**src/rtl/ccr_flag_unit_if.sv**
```systemverilog
// Execute-stage CCR bus: ALU commit, conditional-jump evaluation and interrupt save/restore requests.
// The master modport is the execute-stage driver; the slave modport is the flag unit.
interface ccr_flag_unit_if #(
  parameter int FLAG_W = 3
);
  logic              alu_flag_we;
  logic [FLAG_W-1:0] alu_flags_in;
  logic              jmp_valid;
  logic [1:0]        jmp_type;
  logic              save_req;
  logic              restore_req;
  logic [FLAG_W-1:0] flags_out;
  logic [FLAG_W-1:0] flags_fwd;
  logic              branch_taken;

  // Request semantics: every request (we/jmp_valid/save_req/restore_req) is a
  // single-cycle strobe that takes effect on the next rising edge with stall=0.
  // There is no ready; the unit always accepts, and a request made while stall=1
  // is dropped, so the driver must hold or re-issue it after the stall.
  modport master (
    output alu_flag_we, alu_flags_in, jmp_valid, jmp_type, save_req, restore_req,
    input  flags_out, flags_fwd, branch_taken
  );

  modport slave (
    input  alu_flag_we, alu_flags_in, jmp_valid, jmp_type, save_req, restore_req,
    output flags_out, flags_fwd, branch_taken
  );
endinterface

```
**src/rtl/ccr_flag_unit.sv**
```systemverilog
// Condition-code register with forwarding, conditional-jump flag clearing and
// a LIFO that saves/restores flags across nested interrupts.
module ccr_flag_unit #(
  parameter int FLAG_W     = 3,
  parameter int SAVE_DEPTH = 4,
  localparam int PTR_W     = $clog2(SAVE_DEPTH),
  localparam int CNT_W     = PTR_W + 1
) (
  input  logic                clk,
  input  logic                rst,
  input  logic                stall,
  ccr_flag_unit_if.slave      bus,
  output logic [CNT_W-1:0]    save_count,
  output logic                save_overflow,
  output logic                restore_underflow
);

  logic [FLAG_W-1:0] flags_q;
  logic [FLAG_W-1:0] merged;
  logic [FLAG_W-1:0] fwd;
  logic [FLAG_W-1:0] clr_mask;
  logic              sel_flag;
  logic              taken;
  logic [CNT_W-1:0]  count_q;
  logic              ovf_q;
  logic              unf_q;
  logic [FLAG_W-1:0] mem [SAVE_DEPTH];
  logic [PTR_W-1:0]  wr_idx;
  logic [PTR_W-1:0]  rd_idx;
  logic              full;
  logic              empty;
  logic              push;
  logic              pop;

  // Jump condition is tested on the forwarded (post-ALU-write) value.
  always_comb begin
    merged   = bus.alu_flag_we ? bus.alu_flags_in : flags_q;
    sel_flag = 1'b0;
    clr_mask = '0;
    case (bus.jmp_type)
      2'b00: begin sel_flag = merged[0]; clr_mask[0] = 1'b1; end
      2'b01: begin sel_flag = merged[1]; clr_mask[1] = 1'b1; end
      2'b10: begin sel_flag = merged[2]; clr_mask[2] = 1'b1; end
      default: begin sel_flag = 1'b0; clr_mask = '0; end
    endcase
    taken = bus.jmp_valid && sel_flag && !stall;
    fwd   = taken ? (merged & ~clr_mask) : merged;
  end

  assign full   = (count_q == CNT_W'(SAVE_DEPTH));
  assign empty  = (count_q == '0);
  assign push   = !stall && bus.save_req && !bus.restore_req;
  assign pop    = !stall && bus.restore_req && !bus.save_req;
  assign wr_idx = count_q[PTR_W-1:0];
  assign rd_idx = count_q[PTR_W-1:0] - PTR_W'(1);

  always_ff @(posedge clk or posedge rst) begin
    if (rst) begin
      flags_q <= '0;
      count_q <= '0;
      ovf_q   <= 1'b0;
      unf_q   <= 1'b0;
    end else if (!stall) begin
      if (pop && !empty) begin
        flags_q <= mem[rd_idx];
        count_q <= count_q - CNT_W'(1);
      end else begin
        flags_q <= fwd;
      end
      if (push && !full) count_q <= count_q + CNT_W'(1);
      if (push && full)  ovf_q   <= 1'b1;
      if (pop && empty)  unf_q   <= 1'b1;
    end
  end

  // Storage is never read unless written since reset, so it needs no reset.
  always_ff @(posedge clk) begin
    if (push && !full) mem[wr_idx] <= fwd;
  end

  assign bus.flags_out     = flags_q;
  assign bus.flags_fwd     = fwd;
  assign bus.branch_taken  = taken;
  assign save_count        = count_q;
  assign save_overflow     = ovf_q;
  assign restore_underflow = unf_q;

endmodule

```
**src/flat_wrapper.sv**
```systemverilog
// flat-port wrapper written by rule: the top's interface ports become plain ports
module ccr_flag_unit_flat 
#(
  parameter int FLAG_W     = 3,
  parameter int SAVE_DEPTH = 4,
  localparam int PTR_W     = $clog2(SAVE_DEPTH),
  localparam int CNT_W     = PTR_W + 1
)
  (clk, rst, stall, save_count, save_overflow, restore_underflow, bus_alu_flag_we, bus_alu_flags_in, bus_jmp_valid, bus_jmp_type, bus_save_req, bus_restore_req, bus_flags_out, bus_flags_fwd, bus_branch_taken);
  ccr_flag_unit_if #(.FLAG_W(FLAG_W)) bus_i ();
  input  logic clk;
  input  logic rst;
  input  logic stall;
  output logic [CNT_W-1:0] save_count;
  output logic save_overflow;
  output logic restore_underflow;
  input wire logic [$bits(bus_i.alu_flag_we)-1:0] bus_alu_flag_we;
  input wire logic [$bits(bus_i.alu_flags_in)-1:0] bus_alu_flags_in;
  input wire logic [$bits(bus_i.jmp_valid)-1:0] bus_jmp_valid;
  input wire logic [$bits(bus_i.jmp_type)-1:0] bus_jmp_type;
  input wire logic [$bits(bus_i.save_req)-1:0] bus_save_req;
  input wire logic [$bits(bus_i.restore_req)-1:0] bus_restore_req;
  output wire logic [$bits(bus_i.flags_out)-1:0] bus_flags_out;
  output wire logic [$bits(bus_i.flags_fwd)-1:0] bus_flags_fwd;
  output wire logic [$bits(bus_i.branch_taken)-1:0] bus_branch_taken;
  assign bus_i.alu_flag_we = bus_alu_flag_we;
  assign bus_i.alu_flags_in = bus_alu_flags_in;
  assign bus_i.jmp_valid = bus_jmp_valid;
  assign bus_i.jmp_type = bus_jmp_type;
  assign bus_i.save_req = bus_save_req;
  assign bus_i.restore_req = bus_restore_req;
  assign bus_flags_out = bus_i.flags_out;
  assign bus_flags_fwd = bus_i.flags_fwd;
  assign bus_branch_taken = bus_i.branch_taken;
  ccr_flag_unit #(.FLAG_W(FLAG_W), .SAVE_DEPTH(SAVE_DEPTH)) u_core (.clk(clk), .rst(rst), .stall(stall), .bus(bus_i), .save_count(save_count), .save_overflow(save_overflow), .restore_underflow(restore_underflow));
endmodule
```
**config.mk**
```make
export PLATFORM = sky130hd
export DESIGN_NAME = ccr_flag_unit_flat
export DESIGN_NICKNAME = d
export VERILOG_FILES = /design/src/rtl/ccr_flag_unit_if.sv /design/src/rtl/ccr_flag_unit.sv /design/src/flat_wrapper.sv
export SDC_FILE = /design/constraint.sdc
export NUM_CORES = 1
export LEC_CHECK = 0
export CAP_MARGIN = 20
export CORE_UTILIZATION = 43
export CTS_CLUSTER_DIAMETER = 200
export DETAILED_ROUTE_END_ITERATION = 8
export GPL_TIMING_DRIVEN = 0
export PLACE_DENSITY = 0.73
export SETUP_SLACK_MARGIN = 0.2
export SKIP_LAST_GASP = 1
export SLEW_MARGIN = 10
export SYNTH_ARGS = -nofsm -noshare
export SYNTH_HDL_FRONTEND = slang
export SYNTH_SLANG_ARGS = --single-unit
```
**constraint.sdc**
```tcl
create_clock -name clk -period 2 [get_ports clk]
set_input_delay 0.6 -clock clk [delete_from_list [all_inputs] [get_ports clk]]
set_output_delay 0.6 -clock clk [all_outputs]
set_load 0.01 [all_outputs]
```
==> results by group <==
Outcome
  • Outcome: complete, but fails checks
  • Failing checks: setup timing

Synthesis
  • Synth Cell Area: 1020 sq um
  • Mapped Avg Cell Area: 14.4 sq um
  • Gate Count Post-Synth: 71
  • Synth warn: 0
  • Post-synthesis sequential area ratio: 54.7%
  • Syn Nets: 88
  • Post-synthesis cell type count: 23
  • Seq cells post-synth: 20

Detailed routing
  • DRC: 0
  • Pre-Repair DR Iteration Count: 4
  • Routed wire length: 2.26 mm
  • Drt initial violations: 10
  • Routed Antenna Nets: 0
  • Routed via count: 740
  • Wire per inst: 15.5 um
  • Drt via density: 5.07

Final layout
  • Final Net Count: 136
  • Commonest non-fill, non-tap cell in the layout: buf_4
  • Layout Cells excl Fill: 146
  • Area delta synth->final: 57.0%
  • Commonest cells after routing, fill and taps aside: 19 x buf_4, 12 x edfxtp_1, 10 x dlygate4sd2_1
  • Fill cells: 151
  • Fraction of layout instances using a drive strength above 1: 59.3%
  • Ant. Diodes: 0

Worst setup path
  • Worst setup EP type: output pin
  • Crit path from: bus_alu_flags_in[2]
  • Maximum fanout along the worst path: 2
  • Reg2Reg Capture Point: u_core.bus.flags_out[2]$_DFFE_PP0N_
  • Worst setup SP type: input pin
  • Critical path data required time: 1.40 ns
  • Reg2reg setup slack: 0.12 ns
  • Worst r2r src: u_core.save_count[0]$_DFFE_PP0P_
  • WS Path Type: input pin to output pin
  • Arr. time, crit path: 1.40 ns
  • Worst R2R Path Depth: 8

Worst hold path
  • Hold Crit Start: u_core.save_overflow$_DFFE_PP0P_
  • Worst Hold End: u_core.save_overflow$_DFFE_PP0P_
  • Worst hold stages: 1
  • Hold Path Class: flop to flop

Global route
  • First-pass GRT wire length: 3.48 mm
  • Largest net degree at the start of global routing: 12
  • GR Overflow Total: 0
  • Vias in the first global route: 795
  • Initial antenna violation count: 0
  • GRT Total Usage: 19.9%

Die
  • Ports: 24
  • Die Area: 2580 sq um
  • Die Wd: 50.8 um
  • Cell row count: 17
  • Core Region: 2230 sq um
  • Initial core utilization: 45.9%
  • Die span in y: 50.8 um

Power and ir drop
  • Maximum vdd drop: 940 uV
  • Power Density: 1160 nW/um^2
  • Sequential Power Share: 33.0%
  • Net Sw Power: 0.618 mW
  • Sw frac: 32.9%
  • Clock share of power: 12.4%
  • Power after layout: 1.87 mW
  • Total internal power: 1.26 mW
  • Logic pwr share: 54.6%
  • Static leakage: 0.665 nW

Clock tree
  • CTS tree: built
  • Clk root buf: clkbuf_4
  • Maximum clock insertion buffer count: 2
  • CTS Buf Count: 3
  • Clock transition at the registers of the reported paths: 0.11 ns
  • Cts hold-fix bufs: 0
  • H-tree depth: 1
  • Clock latency at the later pin of the worst-skew pair: 0.31 ns
  • Clk sink count: 20

Placement
  • Detail Placement HPWL: 1.44 mm
  • Global placement routability congestion: 0.709
  • Placed Cells: 122
  • Pre-CTS setup slack: -1.16 ns
  • IO buf count: 23

STA
  • # setup viols final: 1
  • Tmin final: 2.00 ns
  • Worst-margin pin slew: 0.461 ns
  • RSZ-0062 raised after global routing: yes
  • Worst clock skew: 0.00531 ns
  • Hold Fails Final Rpt: 0
  • Fmax: 499 MHz
  • Max-slew violation count: 0
  • Fin crit share: 100%
  • Worst setup margin: -0.00375 ns
  • Slew margin rel.: 69.1%

Run
  • MaxCap Viol Count: 0
-- how the worst max path moves through the flow --
stage          slack (ns)  depth (start not counted)                                  end
2_1_floorplan       0.002                          7  u_core.bus.flags_out[0]$_DFFE_PP0N_
3_3_place_gp        -1.12                          4                     bus_flags_fwd[0]
3_5_place_dp        -1.16                          4                     bus_flags_fwd[0]
4_1_cts              0.06                          6                     bus_branch_taken
5_1_grt            -0.008                          6                     bus_branch_taken
6_report           -0.004                          6                     bus_branch_taken
-- cell type report --
class / count / area (sq um) / area share (%)
flip-flops and latches: 20 / 564 / 35.1
plain buffers: 1 / 11.3 / 0.700
well taps: 28 / 35.0 / 2.18
inverters: 6 / 27.5 / 1.71
clock buffers: 4 / 36.3 / 2.26
repair buffers: 43 / 344 / 21.4
multi-input cells: 44 / 591 / 36.7
-- through the flow --
stage | TNS (ns) | utilization [%] | hold slack, ns | area (sq um)
5_1_grt | -0.00840 | 72.0 | 0.508 | 1610
3_3_place_gp | -11.01 | 59.6 | 0.438 | 1330
3_5_place_dp | -11.54 | 59.6 | 0.452 | 1330
4_1_cts | 0 | 69.6 | 0.473 | 1560
6_report | -0.00375 | 72.0 | 0.472 | 1610
2_1_floorplan | 0 | - | 0.416 | 1060
-- power groups by stage --
stage	sequential (mW)	combinational, mW	clock, mW
after CTS	0.617	0.959	0.233
after global routing	0.631	1.10	0.249
final	0.619	1.02	0.232
after global placement	0.648	0.755	0
after detailed placement	0.655	0.775	0
after floorplan	0.674	0.446	0
-- logic make-up after synthesis --
family | Yosys count | share of synthesized area, %
fa+ha+maj | 5 | 6.84
compound gates | 6 | 3.91
flops | 20 | 54.7
buf+inv | 7 | 3.30
xor+xnor | 2 | 1.71
simple gates | 17 | 11.4
mux | 14 | 18.2
-- synthesized netlist by cell type --
library cell / count / area, sq um
a211oi_1: 1 / 7.51
a21o_1: 1 / 7.51
a31oi_1: 4 / 25.0
and2_1: 1 / 6.26
and2_2: 2 / 15.0
buf_6: 1 / 11.3
dfrtp_1: 8 / 200
edfxtp_1: 12 / 360
fa_1: 1 / 20.0
ha_1: 4 / 50.1
inv_1: 6 / 22.5
mux2_2: 7 / 78.8
mux2i_1: 4 / 40.0
mux4_2: 3 / 67.6
nand2_1: 2 / 7.51
nand2b_1: 2 / 12.5
nor2_1: 2 / 7.51
nor2b_1: 3 / 18.8
nor3_1: 2 / 10.0
nor4b_1: 1 / 8.76
nor4b_4: 1 / 23.8
or2_2: 1 / 6.26
xnor2_1: 2 / 17.5
-- metal layers --
metal,wire [um],vias to the layer above,track usage (%)
li1,-,349,-
met3,58,5,1.79
met1,880,363,19.6
met5,0,-,0
met4,61,0,13.9
met2,1260,23,38.4
-- timing repair --
action | in CTS | in global routing
setup buffers | 16 | 4
resized for setup | 84 | 5
pin swaps | 9 | 7
setup endpoints to repair | 42 | 9
-- worst max-delay path, cell delays in order --
cell and delay, ns:
clkdlybuf4s15_2 0.19, mux2i_4 0.17, nor3_2 0.06, a31oi_1 0.16
nor2b_1 0.07, buf_2 0.14
-- flip-flops by register name, indices dropped and copies added, names as in the netlist --
name	count
u_core.save_count	3
u_core.save_overflow	1
u_core.bus.flags_out	3
u_core.restore_underflow	1
u_core.mem	12
Note: power is estimated with default switching activity, not from simulation.
